$ cat config.mk
export PLATFORM = sky130hd
export DESIGN_NAME = core_local_intr
export DESIGN_NICKNAME = d
export VERILOG_FILES = /design/src/rtl/clint_pkg.sv /design/src/rtl/core_local_intr_tick_gen.sv /design/src/rtl/core_local_intr.sv
export SDC_FILE = /design/constraint.sdc
export NUM_CORES = 1
export LEC_CHECK = 0
export CORE_UTILIZATION = 55
export DETAILED_ROUTE_END_ITERATION = 7
export PLACE_DENSITY = 0.88
export SYNTH_ARGS = -nofsm -noshare
export SYNTH_HDL_FRONTEND = slang
export SYNTH_SLANG_ARGS = --single-unit
export TNS_END_PERCENT = 10
$ cat constraint.sdc
create_clock -name i_clk -period 2.8 [get_ports i_clk]
set_input_delay 0.56 -clock i_clk [delete_from_list [all_inputs] [get_ports i_clk]]
set_output_delay 0.56 -clock i_clk [all_outputs]
set_load 0.01 [all_outputs]
$ cat src/rtl/clint_pkg.sv
// Shared register offsets, request/response types and byte-strobe merge helper
// for the core-local interrupt unit.
package clint_pkg;

  localparam logic [15:0] CLINT_MSIP_OFS        = 16'h0000;
  localparam logic [15:0] CLINT_MTIMECMP_LO_OFS = 16'h4000;
  localparam logic [15:0] CLINT_MTIMECMP_HI_OFS = 16'h4004;
  localparam logic [15:0] CLINT_MTIME_LO_OFS    = 16'hBFF8;
  localparam logic [15:0] CLINT_MTIME_HI_OFS    = 16'hBFFC;

  typedef struct packed {
    logic [15:0] addr;
    logic        write;
    logic [31:0] wdata;
    logic [3:0]  wstrb;
  } clint_req_t;

  typedef struct packed {
    logic [31:0] rdata;
    logic        err;
  } clint_rsp_t;

  function automatic logic [31:0] apply_wstrb(input logic [31:0] old_val,
                                               input logic [31:0] wdata,
                                               input logic [3:0]  wstrb);
    logic [31:0] res;
    res = old_val;
    for (int b = 0; b < 4; b++) begin
      if (wstrb[b]) res[b*8 +: 8] = wdata[b*8 +: 8];
    end
    return res;
  endfunction

endpackage

$ cat src/rtl/core_local_intr_tick_gen.sv
// Prescaler for mtime: counts 0..PRESCALE-1 and pulses tick on the last count.
module tick_gen #(
  parameter int unsigned PRESCALE = 1
) (
  input  logic i_clk,
  input  logic i_rst,
  output logic o_tick
);

  localparam int unsigned CW = (PRESCALE > 1) ? $clog2(PRESCALE) : 1;
  localparam logic [CW-1:0] LAST = CW'(PRESCALE - 1);

  logic [CW-1:0] cnt;

  assign o_tick = (cnt == LAST);

  always_ff @(posedge i_clk) begin
    if (i_rst) begin
      cnt <= '0;
    end else if (o_tick) begin
      cnt <= '0;
    end else begin
      cnt <= cnt + CW'(1);
    end
  end

endmodule

$ cat src/rtl/core_local_intr.sv
// Machine timer / software interrupt unit with a single-outstanding register port.
// Define CLINT_MSIP_EN to implement the msip register and software interrupt.
module core_local_intr
  import clint_pkg::*;
#(
  parameter int unsigned PRESCALE = 1
) (
  input  logic        i_clk,
  input  logic        i_rst,
  input  logic        i_req_valid,
  output logic        o_req_ready,
  input  logic [15:0] i_req_addr,
  input  logic        i_req_write,
  input  logic [31:0] i_req_wdata,
  input  logic [3:0]  i_req_wstrb,
  output logic        o_rsp_valid,
  input  logic        i_rsp_ready,
  output logic [31:0] o_rsp_rdata,
  output logic        o_rsp_err,
  output logic [63:0] o_mtime,
  output logic        o_int_timer,
  output logic        o_int_soft
);

  clint_req_t  req;
  clint_rsp_t  rsp_d;
  clint_rsp_t  rsp_q;
  logic        rsp_valid_q;
  logic        accept;
  logic        wr;
  logic        tick;
  logic [63:0] mtime;
  logic [63:0] mtimecmp;
  logic [15:0] word_addr;
  logic        sel_cmp_lo;
  logic        sel_cmp_hi;
  logic        sel_mtime_lo;
  logic        sel_mtime_hi;
  logic        unused_addr_bits;

  assign req = '{addr: i_req_addr, write: i_req_write, wdata: i_req_wdata, wstrb: i_req_wstrb};
  assign unused_addr_bits = ^req.addr[1:0];
  assign word_addr = {req.addr[15:2], 2'b00};

  assign o_req_ready = !rsp_valid_q || i_rsp_ready;
  assign accept      = i_req_valid && o_req_ready;
  assign wr          = accept && req.write;

  tick_gen #(.PRESCALE(PRESCALE)) u_tick_gen (
    .i_clk  (i_clk),
    .i_rst  (i_rst),
    .o_tick (tick)
  );

`ifdef CLINT_MSIP_EN
  logic msip_q;
  logic sel_msip;
  logic int_soft_q;
`endif

  // Read data reflects register state before this cycle's tick or write.
  always_comb begin
    rsp_d        = '0;
    sel_cmp_lo   = 1'b0;
    sel_cmp_hi   = 1'b0;
    sel_mtime_lo = 1'b0;
    sel_mtime_hi = 1'b0;
`ifdef CLINT_MSIP_EN
    sel_msip     = 1'b0;
`endif
    case (word_addr)
      CLINT_MSIP_OFS: begin
`ifdef CLINT_MSIP_EN
        sel_msip    = 1'b1;
        rsp_d.rdata = {31'd0, msip_q};
`else
        rsp_d.rdata = '0;
`endif
      end
      CLINT_MTIMECMP_LO_OFS: begin
        sel_cmp_lo  = 1'b1;
        rsp_d.rdata = mtimecmp[31:0];
      end
      CLINT_MTIMECMP_HI_OFS: begin
        sel_cmp_hi  = 1'b1;
        rsp_d.rdata = mtimecmp[63:32];
      end
      CLINT_MTIME_LO_OFS: begin
        sel_mtime_lo = 1'b1;
        rsp_d.rdata  = mtime[31:0];
      end
      CLINT_MTIME_HI_OFS: begin
        sel_mtime_hi = 1'b1;
        rsp_d.rdata  = mtime[63:32];
      end
      default: rsp_d.err = 1'b1;
    endcase
    if (req.write) rsp_d.rdata = '0;
  end

  // A write to one half wins over the tick; the other half holds and the tick is lost.
  always_ff @(posedge i_clk) begin
    if (i_rst) begin
      mtime <= '0;
    end else if (wr && sel_mtime_lo) begin
      mtime[31:0] <= apply_wstrb(mtime[31:0], req.wdata, req.wstrb);
    end else if (wr && sel_mtime_hi) begin
      mtime[63:32] <= apply_wstrb(mtime[63:32], req.wdata, req.wstrb);
    end else if (tick) begin
      mtime <= mtime + 64'd1;
    end
  end

  always_ff @(posedge i_clk) begin
    if (i_rst) begin
      mtimecmp <= '1;
    end else if (wr && sel_cmp_lo) begin
      mtimecmp[31:0] <= apply_wstrb(mtimecmp[31:0], req.wdata, req.wstrb);
    end else if (wr && sel_cmp_hi) begin
      mtimecmp[63:32] <= apply_wstrb(mtimecmp[63:32], req.wdata, req.wstrb);
    end
  end

  always_ff @(posedge i_clk) begin
    if (i_rst) begin
      o_int_timer <= 1'b0;
    end else begin
      o_int_timer <= (mtime >= mtimecmp);
    end
  end

`ifdef CLINT_MSIP_EN
  always_ff @(posedge i_clk) begin
    if (i_rst) begin
      msip_q     <= 1'b0;
      int_soft_q <= 1'b0;
    end else begin
      int_soft_q <= msip_q;
      if (wr && sel_msip && req.wstrb[0]) msip_q <= req.wdata[0];
    end
  end
  assign o_int_soft = int_soft_q;
`else
  assign o_int_soft = 1'b0;
`endif

  always_ff @(posedge i_clk) begin
    if (i_rst) begin
      rsp_valid_q <= 1'b0;
      rsp_q       <= '0;
    end else if (accept) begin
      rsp_valid_q <= 1'b1;
      rsp_q       <= rsp_d;
    end else if (i_rsp_ready) begin
      rsp_valid_q <= 1'b0;
    end
  end

  assign o_rsp_valid = rsp_valid_q;
  assign o_rsp_rdata = rsp_q.rdata;
  assign o_rsp_err   = rsp_q.err;
  assign o_mtime     = mtime;

endmodule
Word level (Yosys, flattened, before mapping)
Cells that the tools add are included.
Storage, ports and cells
  output and inout bits: 101
  bits of input ports: 57
  register bits after elaboration: 164
Cells by class
  multiplexer cells: 17
  reductions and logical operators: 28
  bitwise logic cells: 3
  equal/unequal tests: 15
  order comparisons: 1
  $add $sub $neg: 2
Operators by type and width (number)
  $mux 32: 4
  $pmux 32 s4: 1
  $add 64x1->64 const B: 1
  $ge 64x64->1: 1
  $mux 64: 1
  $reduce_and 3->1: 12
  $mux 8: 4
  $eq 14x13->1 const B: 2
  $eq 14x14->1 const B: 2
  $ne 2x2->1 const B: 11
  $logic_not 16->1: 1
  $reduce_and 2->1: 4
  $mux 1: 7
  $logic_and 1x1->1: 6
  $reduce_or 5->1: 1
  $not 1->1: 3
  $reduce_bool 2->1: 1
  $reduce_or 2->1: 1
  $add 1x1->1 const B: 1
  $logic_not 1->1: 1
  $logic_or 1x1->1: 1

Longest topological paths before layout
  word-level depth: 7
  mapped depth: 9

By module
From an unflattened synthesis, not the netlist that was laid out.
Unflattened totals
  cell total of the unflattened synthesis: 1323
  area, all modules: 10167.3 µm²
By module, submodules not included
  core_local_intr: sequential area each 3263.1 µm², cells an instance 1320, times used 1, area each 10139.7 µm²
  tick_gen: sequential area each 20.0 µm², cells an instance 3, times used 1, area each 27.5 µm²

Worst setup path before layout
No wires, ideal clock.
  kind: input-to-reg
  from: input port i_req_addr[7]
  to: register mtime[51] (netlist: o_mtime[51])
  stages on the path: 8
  data required time: 2.683 ns
  arrival: 2.418 ns
  setup slack: 0.265 ns
  cell sequence: nand4_1 or4_1 buf_2 clkbuf_1 nor2_1 a21oi_1 a211o_1 a32o_1
On the way
  cells in the longest elaborated chain, start to end: 5
  elaborated cells between the ends (all ways): 11
RTL lines
  start, declared: RTL line core_local_intr.sv:12  | input logic [15:0] i_req_addr,
  $eq 14x14->1: RTL line core_local_intr.sv:71  | case (word_addr)
  $mux 1: RTL line core_local_intr.sv:71
  $logic_and 1x1->1 (on tied branches): RTL line core_local_intr.sv:107, core_local_intr.sv:105
  $ne 2x2->1 (no line) or $not 1->1 (tied branches)
  $reduce_and 3->1 (no line)
  end signal, assigned: RTL line core_local_intr.sv:108  | mtime[63:32] <= apply_wstrb(mtime[63:32], req.wdata, req.wstrb);
  end signal, assigned: RTL line core_local_intr.sv:110  | mtime <= mtime + 64'd1;
  end, declared: RTL line core_local_intr.sv:32  | logic [63:0] mtime;
Several ways; a longest one is shown, not always the timed one.
A chain may end at the register's enable or synchronous reset.

Worst setup path after layout
  from: register mtime[2] (netlist: o_mtime[2])
  to: register mtime[60] (netlist: o_mtime[60])
On the way
  cells in the longest elaborated chain, start to end: 3
RTL lines
  start signal, assigned: RTL line core_local_intr.sv:106  | mtime[31:0] <= apply_wstrb(mtime[31:0], req.wdata, req.wstrb);
  start signal, assigned: RTL line core_local_intr.sv:110
  $add 64x1->64: RTL line core_local_intr.sv:110
  $mux 64: RTL line core_local_intr.sv:109  | end else if (tick) begin
  $mux 32: RTL line core_local_intr.sv:107  | end else if (wr && sel_mtime_hi) begin
No other way between the ends. The select of a mux whose other input is x is not followed.

==> out/qor.yml <==
insertion_delay_ns: 0.44
seq_area_sq_um: 3283
synth_top_area_cell: "dfxtp_1"
drive_gt1_share_pct: 13.71
dpl.hpwl_um: 27670
h-tree-depth: 4
async_flop_share_pct: 0
critPathCaptureType: "flip-flop"
wl_per_cell_um: 21.00
postPlaceCellArea_sq_um: 13140
drt_iter0_drc: 1663
dieArea_sq_um: 19560
synth_most_common_cell: "dfxtp_1"
synthTopCellsByCount: "dfxtp_1 (164), nand2_1 (125), a21oi_1 (115)"
start_kind: "flip-flop"
cp.required_ns: 3.14
grt_pass1_wl_um: 60370
gp_congestion: 0.9461
yosys_warnings: 0
synth_area_leaders: "dfxtp_1 (31%), ha_1 (7.8%), mux2i_1 (6.8%)"
cts-root-buf: "clkbuf_16"
period_share_pct: 96.78
placedCellCount: 1792
setup_violations: 0
min_delay_path_depth: 2
synthDistinctLibCells: 76
num-nets-final: 1699
grt_max_degree: 73
hold_viol: 0
p_per_area_nw_per_um2: 378.0
final_cell_area_sq_um: 13750
cts_sinks: 164
synth_edf_count: 0
synthCells: 1347
ys.flop_type: "dfxtp_1"
syn_to_final_growth_pct: 31.59
hp-class: "reg -> reg"
max_freq_mhz: 369.0
maxCapViolations: 0
worst-r2r-cell-count: 6
cts_tree: "built"
avgSynthCellArea_sq_um: 7.760
ys_ff_latch: 164
portBuffers: 154
rsz0062_at_grt: "yes"
synth_top_area_share_pct: 31.41
overflow: 0
netlist_area_sq_um: 10450
arrival_ns: 3.05
clk_pin_slew_ns: 0.07
fp.dieW_um: 139.9
cts_buffers: 17
fillCellCount: 1341
grt_pass1_vias: 11940
num_rows: 50
final_cells: 1824
fin_skew_ns: 0.008707
ys_seq_area_share_pct: 31.41
status: "finished with violations"
drc: 1
antenna_found_initial: 0
viasPerCell: 6.674
grt_util_all_layers_pct: 38.70
multi_input_area_sq_um: 6589
ir_drop_v: 0.0004187
cts.path.max_buffers: 2
firstDrtPassIters: 8
wl_um: 38300
final_util_pct: 73.78
die_h_um: 139.9
vias: 12170
slew_headroom_pct: 54.76
coreArea_sq_um: 18640
n_antenna_cell: 0
p_leak_uw: 0.006021
ios: 158
tightest_slew_ns: 0.6734
maxSlewViolCount: 0
critical_path.max_fanout: 9
path_class: "reg -> reg"
start_util_pct: 56.07
whs_ns: 0.4507
postRouteAntennaNets: 0
period_minus_slack_ns: 2.710
violations: "DRC"
==> cell type report <==
| class | count | area share (%) |
|---|---|---|
| Multi-Input combinational cell | 1023 | 47.90 |
| Sequential cell | 164 | 23.87 |
| Timing Repair Buffer | 300 | 19.78 |
| Clock buffer | 18 | 3.120 |
| Tap cell | 234 | 2.129 |
| Inverter | 71 | 1.938 |
| Clock inverter | 14 | 1.264 |
==> logic make-up after synthesis <==
family / share of synthesized area (%)
AOI/OAI and AO/OA: 25.02
xor gates and xnor gates: 0.08381
adders and majority gates: 7.781
buffers and inverters: 5.997
DFF: 31.41
muxes: 7.445
other: 0.03588
and+or+nand+nor: 22.23
==> final timing paths <==
kind,from,end,slack [ns]
worst min-delay path,o_rsp_err,o_rsp_err,0.45
worst min register to register,o_rsp_err,o_rsp_err,0.45
worst max register to register,o_mtime[2],o_mtime[60],0.09
worst max-delay path,o_mtime[2],o_mtime[60],0.09
==> flip-flops by register name, indices dropped and copies added, names as in the netlist <==
| signal | cells |
|---|---|
| o_mtime | 64 |
| o_rsp_valid | 1 |
| mtimecmp | 64 |
| u_tick_gen.cnt | 1 |
| o_rsp_rdata | 32 |
| o_int_timer | 1 |
| o_rsp_err | 1 |
==> report_power, final <==
| part | internal [uW] | total [uW] | switching, uW |
|---|---|---|---|
| combinational | 160 | 398 | 237 |
| clock | 1410 | 2460 | 1050 |
| sequential | 2340 | 2340 | 4.67 |
==> critical path, cell delays in order, from the launching register on <==
cell and delay, ns:
dfxtp_1 0.54, and4_2 0.37, nand4_2 0.13, or4_1 0.56
nor4_1 0.41, mux2_2 0.39, a31oi_1 0.20
==> timing repair <==
item                                    CTS  global route
endpoints found under the hold margin     0             0
hold buffers                              0             0
resized for setup                         0             5
endpoints found under the setup margin    0            18
buffers inserted                          0             0
==> layer usage <==
layer / track usage, % / share of wire, % / vias up / wire length (um)
met1: 46.78 / 37 / 5681 / 14260
li1: - / - / 5463 / -
met4: 24.06 / 5.2 / 0 / 1974
met5: 0 / 0 / - / 0
met2: 65.03 / 47 / 866 / 18070
met3: 5.334 / 10 / 163 / 3994
==> cell usage in the layout, fill, tap and decap left out, types with 4 or more instances in the layout <==
master	synthesis	routed
or3_1	10	10
or4_1	10	9
nand4_1	40	40
inv_6	0	5
ha_1	65	65
and3_1	19	19
a31oi_1	10	9
o22ai_1	43	43
nand3_1	46	46
a211oi_1	20	20
nor4_1	25	24
o211ai_1	34	34
inv_1	70	70
nor3_1	27	27
dfxtp_1	164	164
clkinvlp_4	0	4
and2_1	25	25
o21a_1	6	6
mux2i_1	71	71
nand2_1	125	124
o21ai_0	98	98
a21o_1	20	19
a22oi_1	34	34
a21oi_1	115	112
buf_12	0	7
mux2_2	6	6
clkdlybuf4s50_1	0	152
buf_4	1	141
nor4_2	3	4
o21ai_1	6	6
a41o_1	4	4
clkbuf_16	0	17
or2_2	4	4
nor2_1	96	94
==> stage by stage <==
stage / TNS, ns / total power, uW / worst slack (ns)
after floorplan: 0 / 2557 / 0.2649
after detailed placement: -14.74 / 2776 / -0.3403
final: 0 / 5200 / 0.09017
after CTS: 0 / 5178 / 0.06572
after global routing: -0.08468 / 5293 / -0.08468
after global placement: -11.79 / 2770 / -0.2830
Note: power is estimated with default switching activity, not from simulation.
